[src/rtl/uart_pkg.sv]
// Shared UART definitions: line-state encoding (common with the receiver),
// bit-timing and parity helpers.
package uart_pkg;

  typedef enum logic [2:0] {
    IDLE      = 3'd0,
    START     = 3'd1,
    DATA      = 3'd2,
    PARITY    = 3'd3,
    STOP      = 3'd4,
    BREAK     = 3'd5,
    BREAK_REC = 3'd6
  } uart_state_t;

  // Widest data word the parity helper accepts; callers zero-extend.
  localparam int PARITY_DATA_W = 64;

  function automatic int cycles_per_bit(input longint clk_freq, input longint baud_rate);
    return int'(clk_freq / baud_rate);
  endfunction

  function automatic logic parity_of(input logic [PARITY_DATA_W-1:0] data, input logic odd);
    return (^data) ^ odd;
  endfunction

endpackage

[src/rtl/uart_baud_gen.sv]
// Bit-period timer: wrap-around counter with synchronous clear and a
// one-cycle bit_end pulse on the last cycle of each bit period.
module uart_baud_gen #(
  parameter int CYCLES_PER_BIT = 16
) (
  input  logic clk,
  input  logic reset,
  input  logic clear,
  output logic bit_end
);

  localparam int CNT_W = (CYCLES_PER_BIT > 1) ? $clog2(CYCLES_PER_BIT) : 1;
  localparam logic [CNT_W-1:0] LAST = CNT_W'(CYCLES_PER_BIT - 1);

  logic [CNT_W-1:0] count_reg;

  always_ff @(posedge clk or posedge reset) begin
    if (reset) begin
      count_reg <= '0;
    end else if (clear || bit_end) begin
      count_reg <= '0;
    end else begin
      count_reg <= count_reg + CNT_W'(1);
    end
  end

  assign bit_end = (count_reg == LAST);

endmodule

[src/rtl/uart_tx.sv]
// UART transmitter: start bit, N data bits LSB first, optional parity, M stop bits.
// Define UART_TX_BREAK_EN to add the break_req input and line-break states.
module uart_tx
  import uart_pkg::*;
#(
  parameter int N          = 8,
  parameter int M          = 1,
  parameter int PARITY_EN  = 0,
  parameter int PARITY_ODD = 0,
  parameter int BAUD_RATE  = 9600,
  parameter int CLK_FREQ   = 50000000
) (
  input  logic         clk,
  input  logic         reset,
  input  logic [N-1:0] tx_data,
  input  logic         tx_valid,
`ifdef UART_TX_BREAK_EN
  input  logic         break_req,
`endif
  output logic         tx_ready,
  output logic         tx,
  output logic         tx_done,
  output logic         tx_busy
);

  localparam int CYCLES_PER_BIT = cycles_per_bit(CLK_FREQ, BAUD_RATE);
  localparam int MAX_NM         = (N > M) ? N : M;
  localparam int BIT_W          = $clog2(MAX_NM + 1);

  if (CYCLES_PER_BIT < 2) begin : g_cpb_check
    $error("uart_tx: CLK_FREQ/BAUD_RATE must be at least 2");
  end
  if (M < 1 || M > 2) begin : g_stop_check
    $error("uart_tx: M must be 1 or 2");
  end

  uart_state_t      state_reg, state_next;
  logic [N-1:0]     shift_reg, shift_next;
  logic             parity_reg, parity_next;
  logic [BIT_W-1:0] bit_cnt_reg, bit_cnt_next;
  logic             tx_reg, tx_next;
  logic             bit_end;
  logic             baud_clear;
  logic             done;

  uart_baud_gen #(
    .CYCLES_PER_BIT(CYCLES_PER_BIT)
  ) baud_gen (
    .clk    (clk),
    .reset  (reset),
    .clear  (baud_clear),
    .bit_end(bit_end)
  );

  always_ff @(posedge clk or posedge reset) begin
    if (reset) begin
      state_reg   <= IDLE;
      shift_reg   <= '0;
      parity_reg  <= 1'b0;
      bit_cnt_reg <= '0;
      tx_reg      <= 1'b1;
    end else begin
      state_reg   <= state_next;
      shift_reg   <= shift_next;
      parity_reg  <= parity_next;
      bit_cnt_reg <= bit_cnt_next;
      tx_reg      <= tx_next;
    end
  end

  always_comb begin
    state_next   = state_reg;
    shift_next   = shift_reg;
    parity_next  = parity_reg;
    bit_cnt_next = bit_cnt_reg;
    baud_clear   = 1'b0;
    done         = 1'b0;

    case (state_reg)
      IDLE: begin
        // Holding the timer cleared makes the first START cycle count 0.
        baud_clear = 1'b1;
`ifdef UART_TX_BREAK_EN
        if (break_req) state_next = BREAK;
        else
`endif
        if (tx_valid) begin
          state_next   = START;
          shift_next   = tx_data;
          parity_next  = parity_of(PARITY_DATA_W'(tx_data), PARITY_ODD != 0);
          bit_cnt_next = '0;
        end
      end
      START: begin
        if (bit_end) state_next = DATA;
      end
      DATA: begin
        if (bit_end) begin
          shift_next = shift_reg >> 1;
          if (bit_cnt_reg == BIT_W'(N - 1)) begin
            bit_cnt_next = '0;
            state_next   = (PARITY_EN != 0) ? PARITY : STOP;
          end else begin
            bit_cnt_next = bit_cnt_reg + BIT_W'(1);
          end
        end
      end
      PARITY: begin
        if (bit_end) state_next = STOP;
      end
      STOP: begin
        if (bit_end) begin
          if (bit_cnt_reg == BIT_W'(M - 1)) begin
            done         = 1'b1;
            bit_cnt_next = '0;
            state_next   = IDLE;
          end else begin
            bit_cnt_next = bit_cnt_reg + BIT_W'(1);
          end
        end
      end
`ifdef UART_TX_BREAK_EN
      BREAK: begin
        // Timer restarts when break_req drops so recovery is a full bit.
        baud_clear = 1'b1;
        if (!break_req) state_next = BREAK_REC;
      end
      BREAK_REC: begin
        if (bit_end) state_next = IDLE;
      end
`endif
      default: state_next = IDLE;
    endcase
  end

  // Line level is decoded from the upcoming state so tx lines up with state_reg.
  always_comb begin
    tx_next = 1'b1;
    case (state_next)
      START, BREAK: tx_next = 1'b0;
      DATA:         tx_next = shift_next[0];
      PARITY:       tx_next = parity_next;
      default:      tx_next = 1'b1;
    endcase
  end

  assign tx       = tx_reg;
  assign tx_done  = done;
  assign tx_ready = (state_reg == IDLE);
  assign tx_busy  = (state_reg != IDLE);

endmodule

[config.mk]
export PLATFORM = sky130hd
export DESIGN_NAME = uart_tx
export DESIGN_NICKNAME = d
export VERILOG_FILES = /design/src/rtl/uart_pkg.sv /design/src/rtl/uart_baud_gen.sv /design/src/rtl/uart_tx.sv
export SDC_FILE = /design/constraint.sdc
export NUM_CORES = 1
export LEC_CHECK = 0
export ABC_AREA = 1
export CAP_MARGIN = 20
export CORE_MARGIN = 2
export CORE_UTILIZATION = 25
export DETAILED_ROUTE_END_ITERATION = 8
export PLACE_DENSITY_LB_ADDON = 0.15
export SLEW_MARGIN = 20
export SYNTH_ARGS = -nofsm -noshare
export SYNTH_HDL_FRONTEND = slang
export SYNTH_SLANG_ARGS = --single-unit
[constraint.sdc]
create_clock -name clk -period 1.8 [get_ports clk]
set_input_delay 0.36 -clock clk [delete_from_list [all_inputs] [get_ports clk]]
set_output_delay 0.36 -clock clk [all_outputs]
set_load 0.02 [all_outputs]
Yosys cells after proc, flatten, opt, wreduce, memory -nomap -nowiden
Index checks and enable logic that the tools add are counted.
- reductions and logical operators: 10
- add/sub/neg operators: 2
- eq/ne operators: 13
- multiplexer cells: 25
- operators by type and width (operator ; number):
    $reduce_xor 64->1 ; 1
    $mux 3 ; 7
    $mux 4 ; 5
    $mux 8 ; 2
    $pmux 8 s2 ; 1
    $pmux 3 s5 ; 1
    $add 13x1->13 const B ; 1
    $eq 13x13->1 const B ; 1
    $mux 13 ; 1
    $eq 3x2->1 const B ; 4
    $pmux 4 s3 ; 1
    $eq 3x1->1 const B ; 2
    $eq 3x3->1 const B ; 2
    $mux 1 ; 6
    $reduce_bool 3->1 ; 2
    $add 4x1->4 const B ; 1
    $eq 4x3->1 const B ; 1
    $logic_not 4->1 ; 1
    $ne 2x1->1 const B ; 2
    $reduce_and 4->1 ; 1
    $logic_not 3->1 ; 1
    $pmux 1 s3 ; 1
    $reduce_and 3->1 ; 1
    $ne 2x2->1 const B ; 1
    other kinds (3) ; 3
- output and inout bits: 4
- bits of input ports: 11
- register bits: 30

Longest topological paths before layout
- depth after elaboration: 7
- mapped depth: 10
- gate-level depth less buffers: 10

Hierarchy
A second synthesis with hierarchy kept.
- cells, all modules: 259
- area total of the unflattened synthesis: 1875.5 sq um
- by module, submodules not included (module ; seq. area each (sq um) ; instances ; area each (sq um) ; cells an instance):
    uart_tx ; 426.7 ; 1 ; 1141.1 ; 162
    uart_baud_gen ; 325.3 ; 1 ; 734.5 ; 97

Worst setup path after synthesis
OpenSTA, ideal clock, no wires.
- path kind: reg-to-output
- start: register baud_gen.count_reg[0]
- end: output tx_done
- data required time: 1.440 ns
- arrival time: 1.460 ns
- buffers on the path: 0
- path slack: -0.020 ns
- stages on the path, launching flop included: 8
- cells stage by stage: dfrtp_1 > ha_1 > nand2_2 > inv_2 > nand2_1 > nor2_4 > nand2_4 > nor3_1
- cells in the longest elaborated chain, start to end: 3
- ends and longest elaborated chain (what ; line ; RTL):
    start, declared ; uart_baud_gen.sv:15 ; logic [CNT_W-1:0] count_reg;
    start signal, assigned ; uart_baud_gen.sv:23 ; count_reg <= count_reg + CNT_W'(1);
    $eq 13x13->1 ; uart_baud_gen.sv:27 ; assign bit_end = (count_reg == LAST);
    $mux 1 ; uart_tx.sv:112 ; if (bit_end) begin
    $mux 1 ; uart_tx.sv:79 ; case (state_reg)
    end, declared ; uart_tx.sv:22 ; output logic tx_done,
Every way passes these cells.

Final worst setup path
Same ends and word-level chain as after synthesis.

==> run_results.csv <==
group,metric,value,unit
run_status,outcome,"complete, no violations",
critical_path,timing.rr.end,"shift_reg[6]$_DFFE_PP0P_",
yosys,synth.distinct_cells,32,
clocking,htree_num_levels,2,
yosys,netlist_instances,270,
critical_path,cp_slowest_cell,"dfrtp_1",
global_routing,grt-ovfl-total,0,
yosys,synth_top_area_cell,"dfrtp_1",
floorplan,ios,15,
critical_path,crit_family,"simple AND/OR/NAND/NOR gates",
timing,fin_skew,0.00432,ns
floorplan,rows,32,
timing,setup_tns,0,ns
floorplan,die_w,92.0,um
timing,clock.fmax,561,MHz
timing,relSlewSlack,72.4,%
timing,tightestPinTransition,0.414,ns
yosys,synth_edf_count,0,
global_routing,grt_max_degree,31,
critical_path,startpoint_type,"flip-flop",
pwr,power.density,770,nW/um^2
job,maxCapViolCount,0,
drt,drtAntennaViolNets,0,
clocking,clkTransAtPathRegs,0.07,ns
placement,portBuffers,14,
final_layout,largest_reg_flops,13,
global_routing,track_usage,11.9,%
drt,drt_iter0_drc,74,
critical_path,critPathCaptureType,"primary output",
critical_path,crit_required,1.44,ns
pwr,power.leakage,1.27,nW
yosys,ys.flop_type,"dfrtp_1",
critical_path,r2r_slack,0.22,ns
critical_path,cp_num_buf_inv,2,
critical_path,cpPeakStageDelay,0.36,ns
floorplan,die_h,92.0,um
timing,hold_violations,0,
drt,vias,1799,
yosys,ys_seq_elements,30,
clocking,cts_buffers,5,
final_layout,drive_gt1_share,21.7,%
timing,fin_hold_ws,0.472,ns
placement,gp_congestion,0.761,
critical_path,crit_type,"reg -> out",
yosys,ys_async_sr_fraction,100,%
timing,grt_setup_unrepaired,"true",
clocking,ctsHoldBuffers,0,
yosys,ys_top_cells_by_count,"80 x nand2_1, 38 x inv_1, 29 x dfrtp_1",
final_layout,num_antenna_cells,0,
floorplan,initial_core_util,25.5,%
timing,final_max_slew_viol_count,0,
timing,min_period,1.78,ns
yosys,avgSynthCellArea,7.17,um^2
global_routing,grt_pass1_vias,1782,
global_routing,grt_pass1_wl,8060,um
floorplan,coreArea,7610,um^2
clocking,cts_tree,"done",
placement,dp_hpwl,3510,um
critical_path,crit_chain,"ha_2 -> nand2_2 -> inv_2 -> nand2_2 -> nor2_4 -> nand2_4 -> nor3_4 -> buf_6",
drt,drc,0,
floorplan,fp.dieArea,8470,um^2
pwr,ir_drop,0.000582,V
yosys,syn-num-nets,284,
clocking,clockBufferDepth,2,
yosys,yosysMostFrequentCell,"nand2_1",
drt,wirelength,4540,um
final_layout,fin_nets,336,
drt,wire_per_inst,10.7,um
yosys,yosys_warnings,0,
global_routing,antenna_found_initial,0,
timing,timing.final.crit_share,99.0,%
final_layout,area_delta_synth_final,30.6,%
critical_path,reg2reg_depth,10,
timing,setup_violations,0,
critical_path,worst_r2r_startpoint,"baud_gen.count_reg[0]$_DFF_PP0_",
yosys,synth.area.top_cells,"dfrtp_1 37%, nand2_1 16%, inv_1 7.4%",
critical_path,crit_cells,8,
yosys,synth-seq-area-share,38.8,%
clocking,clock_latency,0.28,ns
clocking,cts.sinks,30,
critical_path,crit_fanout,2,
critical_path,cp_common_cell,"nand2_2",
drt,via_per_inst,4.23,
drt,dr.pass1.iters,4,
yosys,yosysTopAreaCellShare,37.5,%
yosys,synth_area,1940,um^2
critical_path,critical_path_arrival,1.42,ns
clocking,root_buffer,"clkbuf_8",
worst_hold_path,worstHoldPathType,"in -> async",
worst max path at each step:
stage | start | endpoint | slack [ns]
floorplan | baud_gen.count_reg[0]$_DFF_PP0_ | tx_done | 0.15
global placement | baud_gen.count_reg[0]$_DFF_PP0_ | tx_done | -0.18
detailed placement | baud_gen.count_reg[0]$_DFF_PP0_ | tx_done | -0.18
CTS | baud_gen.count_reg[0]$_DFF_PP0_ | tx_done | -0.05
global route | baud_gen.count_reg[0]$_DFF_PP0_ | tx_done | -0.1
finish | baud_gen.count_reg[0]$_DFF_PP0_ | tx_done | 0.02
layer usage:
layer | part of all wire [%] | track usage [%] | vias to the layer above
li1 | - | - | 966
met1 | 50 | 15.9 | 800
met2 | 45 | 19.7 | 27
met3 | 3.5 | 2.14 | 6
met4 | 1.0 | 2.99 | 0
met5 | 0 | 0 | -
tightest hold or removal path, delay by kind of cell:
family	cells	cell delay [ns]
buffers and inverters	3	0.81
layout by cell type, fill, tap and decap left out, types with 3 or more instances in the layout:
| cell | instances |
|---|---|
| o21ai_0 | 13 |
| buf_4 | 32 |
| inv_1 | 38 |
| dfrtp_1 | 29 |
| nor2_2 | 4 |
| nor3_1 | 6 |
| nor2_1 | 28 |
| nand2_2 | 4 |
| a22oi_1 | 3 |
| o221ai_1 | 3 |
| clkbuf_1 | 3 |
| xor2_1 | 3 |
| nand3_1 | 19 |
| nand2_4 | 3 |
| nand2_1 | 79 |
| a21oi_1 | 7 |
| inv_2 | 7 |
| clkbuf_8 | 5 |
| clkdlybuf4s50_1 | 11 |
layout make-up:
type / count / area [um^2]
timing repair buffer: 46 / 375
fill: 839 / 5080
multi-input combinational: 194 / 1020
inverter: 45 / 169
tap: 102 / 128
clock buffer: 8 / 80.1
sequential: 30 / 752
power breakdown:
group / switching (mW) / internal, mW
clock network: 0.261 / 0.275
logic: 0.301 / 0.255
registers: 0.0562 / 0.799
total: 0.618 / 1.33
stage by stage:
step	instance area (um^2)	std cells	worst slack (ns)	total power [mW]	util [%]
2_1_floorplan	1940	270	0.155	1.19	-
3_3_place_gp	2430	416	-0.182	1.42	32.0
3_5_place_dp	2430	416	-0.177	1.42	32.0
4_1_cts	2510	424	-0.0505	1.96	33.0
5_1_grt	2530	425	-0.0956	2.09	33.2
6_report	2530	425	0.0176	1.95	33.2
cell families (layout without fill, tap and decap cells):
group,after synthesis,after routing,share of synthesized area (%)
AOI/OAI and AO/OA,33,33,10.9
xor gates and xnor gates,3,3,1.36
adders and majority gates,3,3,1.94
buffers and inverters,46,99,9.11
DFF,30,30,38.8
and+or+nand+nor,155,155,37.9
repair_timing:
item,in CTS,in global routing
setup buffers,0,1
gates resized for setup,7,7
pin swaps,0,1
endpoints found under the setup margin,3,3
Power figures use the tool's default switching activity.
